## config.mk

```make
export PLATFORM = sky130hd
export DESIGN_NAME = imem_loader
export DESIGN_NICKNAME = d
export VERILOG_FILES = /design/src/rtl/imem_loader.sv
export SDC_FILE = /design/constraint.sdc
export NUM_CORES = 1
export LEC_CHECK = 0
export CAP_MARGIN = 40
export CORE_ASPECT_RATIO = 0.75
export CORE_UTILIZATION = 45
export CTS_CLUSTER_DIAMETER = 80
export DETAILED_ROUTE_END_ITERATION = 12
export PLACE_DENSITY_LB_ADDON = 0.25
export SLEW_MARGIN = 20
export SYNTH_ARGS = -nofsm -noshare
export SYNTH_HDL_FRONTEND = slang
export SYNTH_SLANG_ARGS = --single-unit
```

## constraint.sdc

```tcl
create_clock -name clk -period 7.5 [get_ports clk]
set_clock_uncertainty 0.15 [all_clocks]
set_input_delay 1.5 -clock clk [delete_from_list [all_inputs] [get_ports clk]]
set_output_delay 1.5 -clock clk [all_outputs]
set_load 0.03 [all_outputs]
```

## src/rtl/imem_loader.sv

```systemverilog
// Instruction-memory programmer: packs a little-endian byte stream into 32-bit words,
// writes them from address 0, then reads them back and compares XOR checksums.
module imem_loader #(
  parameter int ADDR_W = 8,
  parameter int DATA_W = 32
) (
  input  logic              clk,
  input  logic              rst,
  input  logic              start,
  input  logic [ADDR_W:0]   word_count,
  input  logic              in_valid,
  input  logic [7:0]        in_data,
  output logic              in_ready,
  output logic [ADDR_W-1:0] mem_addr,
  output logic [DATA_W-1:0] mem_data,
  output logic              mem_wren,
  input  logic [DATA_W-1:0] mem_q,
  output logic              busy,
  output logic              cpu_hold,
  output logic              done,
  output logic              error,
  output logic [ADDR_W:0]   words_written
);

  typedef enum logic [2:0] {
    S_IDLE, S_COLLECT, S_WRITE, S_VERIFY, S_CHECK, S_FINISH
  } state_t;

  localparam logic [ADDR_W:0] MAX_COUNT = {1'b1, {ADDR_W{1'b0}}};

  state_t              state_q;
  logic [ADDR_W:0]     cnt_q;
  logic [ADDR_W:0]     ww_q;
  logic [ADDR_W:0]     ww_d;
  logic [ADDR_W-1:0]   addr_q;
  logic [ADDR_W-1:0]   last_addr_d;
  logic [DATA_W-1:0]   word_q;
  logic [DATA_W-1:0]   word_d;
  logic [DATA_W-1:0]   wdata_q;
  logic [DATA_W-1:0]   wr_xor_q;
  logic [DATA_W-1:0]   rd_xor_q;
  logic [1:0]          byte_idx_q;
  logic                in_ready_q;
  logic                wren_q;
  logic                busy_q;
  logic                done_q;
  logic                error_q;
  logic                count_ok_d;

  always_comb begin
    ww_d        = ww_q + (ADDR_W+1)'(1);
    last_addr_d = ADDR_W'(cnt_q - (ADDR_W+1)'(1));
    count_ok_d  = (word_count != '0) && (word_count <= MAX_COUNT);
    word_d      = word_q;
    word_d[{byte_idx_q, 3'b000} +: 8] = in_data;
  end

  always_ff @(posedge clk) begin
    if (!rst) begin
      state_q    <= S_IDLE;
      addr_q     <= '0;
      wdata_q    <= '0;
      wren_q     <= 1'b0;
      in_ready_q <= 1'b0;
      busy_q     <= 1'b0;
      done_q     <= 1'b0;
      error_q    <= 1'b0;
      ww_q       <= '0;
      byte_idx_q <= '0;
    end else begin
      wren_q <= 1'b0;
      done_q <= 1'b0;
      case (state_q)
        S_IDLE: begin
          if (start) begin
            busy_q   <= 1'b1;
            ww_q     <= '0;
            wr_xor_q <= '0;
            rd_xor_q <= '0;
            if (count_ok_d) begin
              cnt_q      <= word_count;
              addr_q     <= '0;
              byte_idx_q <= '0;
              error_q    <= 1'b0;
              in_ready_q <= 1'b1;
              state_q    <= S_COLLECT;
            end else begin
              // Unusable count: report through FINISH without touching memory.
              error_q <= 1'b1;
              done_q  <= 1'b1;
              state_q <= S_FINISH;
            end
          end
        end
        S_COLLECT: begin
          if (in_valid && in_ready_q) begin
            word_q     <= word_d;
            byte_idx_q <= byte_idx_q + 2'd1;
            if (byte_idx_q == 2'd3) begin
              wdata_q    <= word_d;
              wren_q     <= 1'b1;
              in_ready_q <= 1'b0;
              state_q    <= S_WRITE;
            end
          end
        end
        S_WRITE: begin
          wr_xor_q <= wr_xor_q ^ wdata_q;
          ww_q     <= ww_d;
          if (ww_d == cnt_q) begin
            addr_q  <= '0;
            state_q <= S_VERIFY;
          end else begin
            addr_q     <= addr_q + ADDR_W'(1);
            in_ready_q <= 1'b1;
            state_q    <= S_COLLECT;
          end
        end
        S_VERIFY: begin
          // mem_q lags the address by one cycle, so address 0 has no data yet.
          if (addr_q != '0) rd_xor_q <= rd_xor_q ^ mem_q;
          if (addr_q == last_addr_d) begin
            state_q <= S_CHECK;
          end else begin
            addr_q <= addr_q + ADDR_W'(1);
          end
        end
        S_CHECK: begin
          rd_xor_q <= rd_xor_q ^ mem_q;
          done_q   <= 1'b1;
          state_q  <= S_FINISH;
        end
        S_FINISH: begin
          if (rd_xor_q != wr_xor_q) error_q <= 1'b1;
          busy_q  <= 1'b0;
          state_q <= S_IDLE;
        end
        default: state_q <= S_IDLE;
      endcase
    end
  end

  assign in_ready      = in_ready_q;
  assign mem_addr      = addr_q;
  assign mem_data      = wdata_q;
  assign mem_wren      = wren_q;
  assign busy          = busy_q;
  assign cpu_hold      = busy_q;
  assign done          = done_q;
  assign error         = error_q;
  assign words_written = ww_q;

endmodule

```

==> results.yml, run 1 <==
status:
  status: "finished, final reports clean"
placement:
  dpl-instance-area_um2: 9510
  io_buffers: 107
  dp.final_hpwl_mm: 14.4
  gp_congestion: 0.841
cts:
  cts.sink_count: 164
  clock_tree.buffer_depth: 2
  clkTransAtPathRegs_ns: 0.06
  tritoncts: "built"
  post_cts_hold_buffer_count: 0
  cts_post_setup_buffers_inserted: 0
  clk_latency_ns: 0.42
  clk_root_buffer_cell: "sky130_fd_sc_hd__clkbuf_16"
  cts_resized: 0
  htreeDepth: 4
  tritoncts.num_buffers: 17
sta:
  final-max-slew-violation-count: 0
  final-setup-viol-count: 0
  maxSlewHeadroom_pct: 44.5
  min_period_over_period_pct: 48.2
  min_period_ns: 3.62
  unrepaired_setup_endpoints_after_global_routing: "false"
  worstMarginPinSlew_ns: 0.826
  setup_tns_ns: 0
  achievable-frequency_mhz: 276
  count_of_endpoints_failing_hold_in_the_final_timing_report: 0
worst_setup_path:
  crit_buf_inv: 2
  crit_family: "simple AND/OR/NAND/NOR gates"
  crit_path_end_kind: "flip-flop"
  worst-setup-path-type: "input pin to flip-flop"
  largest_stage_delay_worst_path_ns: 0.55
  critPathSlowestCell: "sky130_fd_sc_hd__or4_1"
  required_time_at_the_endpoint_of_the_critical_path_ns: 7.48
  worstPathMaxFanout: 7
  arrival_ns: 3.59
  worst_setup_path_start_kind: "input pin"
  crit_path_cell_trace: "clkdlybuf4s50_1 > or4_1 > o21ai_1 > nand2_1 > nor3_1 > buf_2"
logic_synthesis:
  count_of_flip_flops_with_a_built_in_enable_after_synthesis: 105
  synth.net_count: 835
  ys_top_cells_by_area: "sky130_fd_sc_hd__edfxtp_1 39%, sky130_fd_sc_hd__dfxtp_1 14%, sky130_fd_sc_hd__xnor2_1 7.9%, sky130_fd_sc_hd__xor2_1 4.4%, sky130_fd_sc_hd__o211a_1 4.0%"
  yosys.cell_count.top_type: "sky130_fd_sc_hd__edfxtp_1"
  ys.flop_type: "sky130_fd_sc_hd__edfxtp_1"
  yosysWarnings: 0
  asyncSetResetFlopFracSynth_pct: 0
  post_synth_instance_area_um2: 8170
  synth.top_cell.area_share_pct: 38.6
  seq_area_frac_synth_pct: 53.0
  synthDominantAreaCellType: "sky130_fd_sc_hd__edfxtp_1"
  synthCells: 772
  syn_avg_cell_area_um2: 10.6
  ys_top_cells_by_count: "105 x sky130_fd_sc_hd__edfxtp_1, 84 x sky130_fd_sc_hd__nor2_1, 74 x sky130_fd_sc_hd__xnor2_1"
  synth_cell_type_count: 68
  yosys_register_bits: 164
global_route:
  grt_first_pass_wirelength_mm: 31.2
  grt_antenna_before_repair: 0
  grt_max_degree: 43
  grt_usage_pct: 22.1
  grt_pass1_vias: 5460
  gr-total-overflow: 0
hold_path:
  holdCritPathClass: "flip-flop to flip-flop"
final_layout:
  layout.cell_area.non_filler_um2: 10100
  n_antenna_cell: 0
  final_nets: 939
  postLayoutCoreUtil_pct: 57.0
  final_layout_size_suffix_gt1_share_pct: 6.86
  ff_latch_area_um2: 4330
  area_taken_by_multi_input_logic_gates_um2: 3550
  fillCellCount: 1528
  layout-area-overhead-vs-synth_pct: 23.5
drt:
  via_per_inst: 5.36
  finalWirelength_mm: 20.1
  firstDrtPassIters: 6
  via_count: 6067
  wire_length_per_cell_um: 17.7
  dr.first_iter.drc_count: 589
  route.antenna.remaining_nets: 0
  drt_drc_violations_left: 0
floorplanning:
  initial_core_util_pct: 46.2
  rows: 42
  boundaryPins: 108
  die_h_um: 119
  design.die.area_um2: 18700
  floorplan.die.width_um: 158
  coreArea_um2: 17700
pwr:
  cellPowerDensity_nw_per_um2: 215
  static-leakage-power_nw: 3.88
  ir_worst_vdd_mv: 0.124
job:
  max_cap_viol_count: 0
[stage by stage]
step | setup WS [ns] | std cells | total power (W) | hold WS (ns)
finish | 3.88 | 1131 | 0.00217 | 0.354
global route | 3.72 | 1131 | 0.00225 | 0.401
CTS | 3.91 | 1131 | 0.00218 | 0.344
detailed placement | 3.46 | 1099 | 0.00132 | 0.328
global placement | 3.21 | 1094 | 0.00131 | 0.325
floorplan | 3.88 | 772 | 0.00122 | 0.413
[path summary, 6_finish.rpt]
| check | from | endpoint | slack [ns] | depth (start not counted) |
|---|---|---|---|---|
| worst max-delay path | word_count[5] | cnt_q[4]$_DFFE_PP_ | 3.88 | 6 |
| worst min-delay path | error$_SDFFE_PN0P_ | error$_SDFFE_PN0P_ | 0.35 | 2 |
| worst max register to register | words_written[0]$_SDFFE_PN0P_ | mem_addr[1]$_SDFFE_PN0P_ | 4.53 | 7 |
| worst min register to register | error$_SDFFE_PN0P_ | error$_SDFFE_PN0P_ | 0.35 | 2 |
[logic make-up after synthesis]
group,synth area share [%]
AO/OA/AOI/OAI,12.9
AND/OR/NAND/NOR,16.3
adder cells (fa/ha/maj),1.53
multiplexers,0.122
flip-flops,53.0
XOR/XNOR,12.3
buffers and inverters,3.77
[final cells by class]
| cell class | instances | share of cell area, % |
|---|---|---|
| repair buffers | 117 | 11.6 |
| well taps | 242 | 3.00 |
| flip-flops and latches | 164 | 42.9 |
| clock buffers | 17 | 4.21 |
| inverters | 41 | 1.52 |
| multi-input cells | 535 | 35.2 |
| clock inverters | 15 | 1.57 |
[sequential cells by signal, indices dropped and copies added (netlist names), 2 cells and up]
| signal | flops |
|---|---|
| wr_xor_q | 32 |
| rd_xor_q | 32 |
| cnt_q | 9 |
| byte_idx_q | 2 |
| state_q | 3 |
| words_written | 9 |
| word_q | 32 |
| mem_addr | 8 |
| mem_data | 32 |
[where the power goes]
| part | total (W) | internal, W | leakage, nW | switching [W] |
|---|---|---|---|---|
| logic | 0.000253 | 0.000111 | 2.14 | 0.000142 |
| registers | 0.00105 | 0.00101 | 1.46 | 0.0000445 |
| clock network | 0.000862 | 0.000493 | 0.280 | 0.000369 |
[worst reg2reg max path, stage by stage, from the launching register on]
cell and delay (ns):
sky130_fd_sc_hd__dfxtp_1 0.46, sky130_fd_sc_hd__ha_1 0.48, sky130_fd_sc_hd__nand2_1 0.11, sky130_fd_sc_hd__or3_1 0.40, sky130_fd_sc_hd__a2111oi_4 0.71, sky130_fd_sc_hd__nand2_2 0.29
sky130_fd_sc_hd__nand2_1 0.17, sky130_fd_sc_hd__o32ai_2 0.08
[per-layer routing]
layer | global-route usage (%) | wire [um]
met5 | 0 | 0
met4 | 3.64 | 101
met3 | 5.50 | 1330
met2 | 29.4 | 8160
met1 | 35.7 | 10500
[layout by cell type, fill, tap and decap left out, types with 2 or more instances in the layout]
master / count
sky130_fd_sc_hd__inv_1: 41
sky130_fd_sc_hd__or3_1: 6
sky130_fd_sc_hd__a21oi_1: 17
sky130_fd_sc_hd__and2_1: 12
sky130_fd_sc_hd__and3_1: 5
sky130_fd_sc_hd__or4_1: 2
sky130_fd_sc_hd__or3b_1: 2
sky130_fd_sc_hd__nor2b_1: 3
sky130_fd_sc_hd__nand3_1: 10
sky130_fd_sc_hd__clkinv_2: 3
sky130_fd_sc_hd__o21ai_0: 47
sky130_fd_sc_hd__xor2_1: 41
sky130_fd_sc_hd__edfxtp_1: 105
sky130_fd_sc_hd__clkbuf_16: 17
sky130_fd_sc_hd__a22oi_1: 2
sky130_fd_sc_hd__clkdlybuf4s50_1: 106
sky130_fd_sc_hd__buf_2: 3
sky130_fd_sc_hd__clkinv_4: 5
sky130_fd_sc_hd__bufinv_16: 2
sky130_fd_sc_hd__o21ai_1: 9
sky130_fd_sc_hd__o211ai_1: 6
sky130_fd_sc_hd__nand4_1: 3
sky130_fd_sc_hd__nand2b_1: 35
sky130_fd_sc_hd__nor2_1: 84
sky130_fd_sc_hd__a31oi_1: 2
sky130_fd_sc_hd__dfxtp_1: 59
sky130_fd_sc_hd__clkinvlp_4: 3
sky130_fd_sc_hd__a21boi_0: 6
sky130_fd_sc_hd__nand2_1: 65
sky130_fd_sc_hd__nor4_1: 10
sky130_fd_sc_hd__nand4b_1: 4
sky130_fd_sc_hd__inv_6: 2
sky130_fd_sc_hd__buf_4: 6
sky130_fd_sc_hd__or4_4: 2
sky130_fd_sc_hd__nor3_1: 8
sky130_fd_sc_hd__o211a_1: 33
sky130_fd_sc_hd__xnor2_1: 74
sky130_fd_sc_hd__ha_1: 10
sky130_fd_sc_hd__nand3b_1: 3
(Power assumes the default switching activity.)
==> run 2, diff against run 1 <==
==> constraint.sdc (replaced) <==
create_clock -name clk -period 3.53 [get_ports clk]
set_clock_uncertainty 0.15 [all_clocks]
set_input_delay 0.706 -clock clk [delete_from_list [all_inputs] [get_ports clk]]
set_output_delay 0.706 -clock clk [all_outputs]
set_load 0.03 [all_outputs]
==> results.yml, run 2 (synthesis gave the netlist of run 1 again) <==
final_layout:
  final_cell_count_no_fill: 1138
  final_nets: 946
  n_antenna_cell: 0
  most_frequent_cells_in_the_layout: "106 x sky130_fd_sc_hd__clkdlybuf4s50_1, 105 x sky130_fd_sc_hd__edfxtp_1, 84 x sky130_fd_sc_hd__nor2_1"
  layout-area-overhead-vs-synth_pct: 24.3
  mostFrequentLayoutCell: "sky130_fd_sc_hd__clkdlybuf4s50_1"
  final_layout_size_suffix_gt1_share_pct: 6.70
  fillCellCount: 1504
cts:
  clkTransAtPathRegs_ns: 0.06
  cts_resized: 0
  post_cts_hold_buffer_count: 0
  clock_tree.buffer_depth: 2
  htreeDepth: 4
  clk_latency_ns: 0.42
  tritoncts.num_buffers: 17
  cts_post_setup_buffers_inserted: 0
  tritoncts: "built"
  cts.sink_count: 164
  clk_root_buffer_cell: "sky130_fd_sc_hd__clkbuf_16"
placement:
  dp.final_hpwl_mm: 14.5
  gp_congestion: 0.834
  place.detailed.instances: 1105
  io_buffers: 107
worst_setup_path:
  critPathSlowestCell: "sky130_fd_sc_hd__a2111oi_4"
  crit_buf_inv: 0
  crit_family: "simple AND/OR/NAND/NOR gates"
  crit_path_end_kind: "flip-flop"
  worst_setup_path_start_kind: "flip-flop"
  required_time_at_the_endpoint_of_the_critical_path_ns: 3.67
  crit_path_cell_trace: "ha_1 > nand2_1 > or3_1 > a2111oi_4 > nand2_2 > nand2_1 > o32ai_2"
  arrival_ns: 3.07
  largest_stage_delay_worst_path_ns: 0.71
  timing.reg2reg.setup_slack_ns: 0.60
  worst-setup-path-type: "flip-flop to flip-flop"
  critPathMostFrequentCell: "sky130_fd_sc_hd__nand2_1"
  worstPathMaxFanout: 12
floorplanning:
  boundaryPins: 108
  floorplan.die.width_um: 158
  design.die.area_um2: 18700
  coreArea_um2: 17700
  die_h_um: 119
  initial_core_util_pct: 46.2
  rows: 42
sta:
  achievable-frequency_mhz: 342
  final-setup-viol-count: 0
  final-max-slew-violation-count: 0
  maxSlewHeadroom_pct: 52.3
  worstMarginPinSlew_ns: 0.714
  count_of_endpoints_failing_hold_in_the_final_timing_report: 0
  min_period_over_period_pct: 82.9
  setup_tns_ns: 0
  unrepaired_setup_endpoints_after_global_routing: "false"
  min_period_ns: 2.93
pwr:
  power.total_w: 0.00478
  ir_worst_vdd_mv: 0.316
  cellPowerDensity_nw_per_um2: 471
  static-leakage-power_nw: 3.94
global_route:
  grt_max_degree: 55
  gr-total-overflow: 0
  grt_pass1_vias: 5648
  grt_first_pass_wirelength_mm: 32.1
  grt_antenna_before_repair: 0
  grt_usage_pct: 22.7
drt:
  finalWirelength_mm: 20.4
  dr.first_iter.drc_count: 635
  route.antenna.remaining_nets: 0
  via_per_inst: 5.34
  via_count: 6079
  wire_length_per_cell_um: 17.9
  drt_drc_violations_left: 0
  firstDrtPassIters: 5
job:
  max_cap_viol_count: 0
hold_path:
  holdCritPathClass: "flip-flop to flip-flop"
status:
  status: "finished, final reports clean"
run 2: worst paths after layout:
check / from / end / cells past startpoint
setup reg to reg: words_written[0]$_SDFFE_PN0P_ / mem_addr[1]$_SDFFE_PN0P_ / 7
setup / recovery: words_written[0]$_SDFFE_PN0P_ / mem_addr[1]$_SDFFE_PN0P_ / 7
hold reg to reg: error$_SDFFE_PN0P_ / error$_SDFFE_PN0P_ / 2
hold / removal: error$_SDFFE_PN0P_ / error$_SDFFE_PN0P_ / 2
run 2: report_power, final:
| part | switching, W | internal, W |
|---|---|---|
| combinational | 0.000300 | 0.000237 |
| sequential | 0.0000982 | 0.00214 |
| clock | 0.000712 | 0.00129 |
run 2: through the flow:
step                cell area (um^2)  hold slack [ns]  utilization, %  setup slack (ns)
detailed placement              9510            0.337            53.7            0.0757
CTS                            10200            0.351            57.3             0.513
global placement                9500            0.339            53.6             0.147
global route                   10200            0.390            57.4             0.422
finish                         10200            0.351            57.4             0.604
floorplan                       8170            0.413               -             0.706
run 2: worst min-delay path, stage by stage (launching register included):
cell and delay, ns:
sky130_fd_sc_hd__dfxtp_1 0.34, sky130_fd_sc_hd__nor2_1 0.06, sky130_fd_sc_hd__nor2_1 0.07
run 2: per-layer routing:
layer	track usage [%]	wire [um]
met1	36.8	10400
met3	4.62	1460
met5	0	0
met4	4.73	114
met2	30.4	8420
run 2: cell type report:
| type | instances | area (um^2) | share of cell area [%] |
|---|---|---|---|
| Sequential cell | 164 | 4330 | 42.7 |
| Clock buffer | 22 | 465 | 4.58 |
| Timing Repair Buffer | 124 | 1190 | 11.7 |
| Tap cell | 242 | 303 | 2.98 |
| Clock inverter | 10 | 176 | 1.74 |
| Inverter | 41 | 154 | 1.52 |
| Multi-Input combinational cell | 535 | 3540 | 34.8 |
==> run 3, diff against run 2 <==
==> constraint.sdc (replaced) <==
create_clock -name clk -period 3 [get_ports clk]
set_clock_uncertainty 0.15 [all_clocks]
set_input_delay 0.6 -clock clk [delete_from_list [all_inputs] [get_ports clk]]
set_output_delay 0.6 -clock clk [all_outputs]
set_load 0.03 [all_outputs]
==> results.yml, run 3 (synthesis gave the netlist of run 1 again) <==
status:
  status: "finished, final reports clean"
drt:
  route.antenna.remaining_nets: 0
  wire_length_per_cell_um: 17.9
  via_per_inst: 5.41
  finalWirelength_mm: 20.5
  drt_drc_violations_left: 0
  dr.first_iter.drc_count: 717
  via_count: 6179
  firstDrtPassIters: 6
global_route:
  gr-total-overflow: 0
  grt_first_pass_wirelength_mm: 32.1
  grt_max_degree: 66
  grt_pass1_vias: 5564
  grt_usage_pct: 22.8
  grt_antenna_before_repair: 0
final_layout:
  final_layout_size_suffix_gt1_share_pct: 7.56
  final_nets: 950
  most_frequent_cells_in_the_layout: "106 x sky130_fd_sc_hd__clkdlybuf4s50_1, 105 x sky130_fd_sc_hd__edfxtp_1, 84 x sky130_fd_sc_hd__nor2_1"
  mostFrequentLayoutCell: "sky130_fd_sc_hd__clkdlybuf4s50_1"
  n_antenna_cell: 0
  layout-area-overhead-vs-synth_pct: 25.5
  fillCellCount: 1482
  final_cell_count_no_fill: 1142
worst_setup_path:
  worst_setup_path_start_kind: "flip-flop"
  critical_path.reg2reg.startpoint: "cnt_q[0]$_DFFE_PP_"
  crit_path_end_kind: "flip-flop"
  timing.reg2reg.setup_slack_ns: 0.36
  crit-reg2reg-capture: "mem_addr[5]$_SDFFE_PN0P_"
  worstPathMaxFanout: 7
  arrival_ns: 2.85
  required_time_at_the_endpoint_of_the_critical_path_ns: 3.21
  worst-r2r-cell-count: 9
  worst-setup-path-type: "flip-flop to flip-flop"
sta:
  worstMarginPinSlew_ns: 0.720
  unrepaired_setup_endpoints_after_global_routing: "false"
  min_period_over_period_pct: 87.9
  count_of_endpoints_failing_hold_in_the_final_timing_report: 0
  maxSlewHeadroom_pct: 51.9
  final-setup-viol-count: 0
  final-max-slew-violation-count: 0
  setup_tns_ns: 0
  min_period_ns: 2.64
  achievable-frequency_mhz: 379
hold_path:
  min_delay_path_depth: 2
  holdCritPathClass: "flip-flop to flip-flop"
  worstHoldStart: "error$_SDFFE_PN0P_"
  min_delay_worst_endpoint: "error$_SDFFE_PN0P_"
cts:
  cts_post_setup_buffers_inserted: 0
  clk_root_buffer_cell: "sky130_fd_sc_hd__clkbuf_16"
  cts.sink_count: 164
  tritoncts.num_buffers: 17
  clk_latency_ns: 0.43
  clock_tree.buffer_depth: 2
  htreeDepth: 4
  clkTransAtPathRegs_ns: 0.06
  cts_resized: 0
  tritoncts: "built"
  post_cts_hold_buffer_count: 0
floorplanning:
  boundaryPins: 108
  initial_core_util_pct: 46.2
  coreArea_um2: 17700
  design.die.area_um2: 18700
  rows: 42
  die_h_um: 119
  floorplan.die.width_um: 158
pwr:
  static-leakage-power_nw: 3.98
  cellPowerDensity_nw_per_um2: 561
  power.total_w: 0.00576
  ir_worst_vdd_mv: 0.336
placement:
  place.detailed.instances: 1110
  io_buffers: 107
  dp.final_hpwl_mm: 14.6
  gp_congestion: 0.846
job:
  max_cap_viol_count: 0
-- run 3: cell count changes in the layout (fill, tap and decap cells not counted), moves of 3 or more --
cell                         previous run  this run
sky130_fd_sc_hd__buf_2                  4         1
sky130_fd_sc_hd__buf_4                 14        18
sky130_fd_sc_hd__clkinvlp_4             0         3
sky130_fd_sc_hd__clkbuf_1               4         0
sky130_fd_sc_hd__buf_12                 0         3
-- run 3: final cells by class --
type	instances	area, um^2	area share (%)
Sequential cell	164	4330	42.2
Tap cell	242	303	2.95
Clock inverter	14	231	2.26
Inverter	41	154	1.50
Multi-Input combinational cell	535	3540	34.5
Timing Repair Buffer	128	1260	12.3
Clock buffer	18	439	4.28
-- run 3: how the worst max path moves through the flow --
| stage | startpoint | end | slack [ns] | depth (start not counted) |
|---|---|---|---|---|
| after floorplan | word_count[5] | cnt_q[0]$_DFFE_PP_ | 0.28 | 4 |
| after global placement | word_count[5] | mem_addr[0]$_SDFFE_PN0P_ | 0.04 | 8 |
| after detailed placement | word_count[5] | mem_addr[0]$_SDFFE_PN0P_ | -0.03 | 8 |
| after CTS | cnt_q[0]$_DFFE_PP_ | mem_addr[5]$_SDFFE_PN0P_ | 0.40 | 7 |
| after global routing | cnt_q[0]$_DFFE_PP_ | mem_addr[6]$_SDFFE_PN0P_ | 0.20 | 9 |
| final | cnt_q[0]$_DFFE_PP_ | mem_addr[5]$_SDFFE_PN0P_ | 0.36 | 9 |
-- run 3: layer usage --
layer	global-route usage, %	part of all wire, %
met4	5.70	1.1
met3	4.69	7.5
met2	29.9	41
met1	37.2	51
met5	0	0
-- run 3: through the flow --
step	worst slack [ns]	util, %	cell area (um^2)	hold slack (ns)
after floorplan	0.282	-	8170	0.413
after global placement	0.0390	54.2	9590	0.311
after detailed placement	-0.0279	54.2	9590	0.307
after CTS	0.396	57.9	10300	0.323
after global routing	0.198	57.9	10300	0.339
final	0.363	57.9	10300	0.325
-- run 3: critical path: stages, from the launching register on --
cell,delay (ns)
sky130_fd_sc_hd__edfxtp_1,0.54
sky130_fd_sc_hd__inv_1,0.11
sky130_fd_sc_hd__ha_1,0.21
sky130_fd_sc_hd__or3b_1,0.39
sky130_fd_sc_hd__nor3_1,0.21
sky130_fd_sc_hd__xnor2_1,0.22
sky130_fd_sc_hd__a41oi_4,0.19
sky130_fd_sc_hd__o21ai_4,0.27
sky130_fd_sc_hd__o21ai_1,0.12
sky130_fd_sc_hd__a21oi_1,0.16
-- run 3: report_power, final --
part,switching (W),internal (W)
Combinational,0.000363,0.000289
Sequential,0.000108,0.00252
Clock,0.000901,0.00158
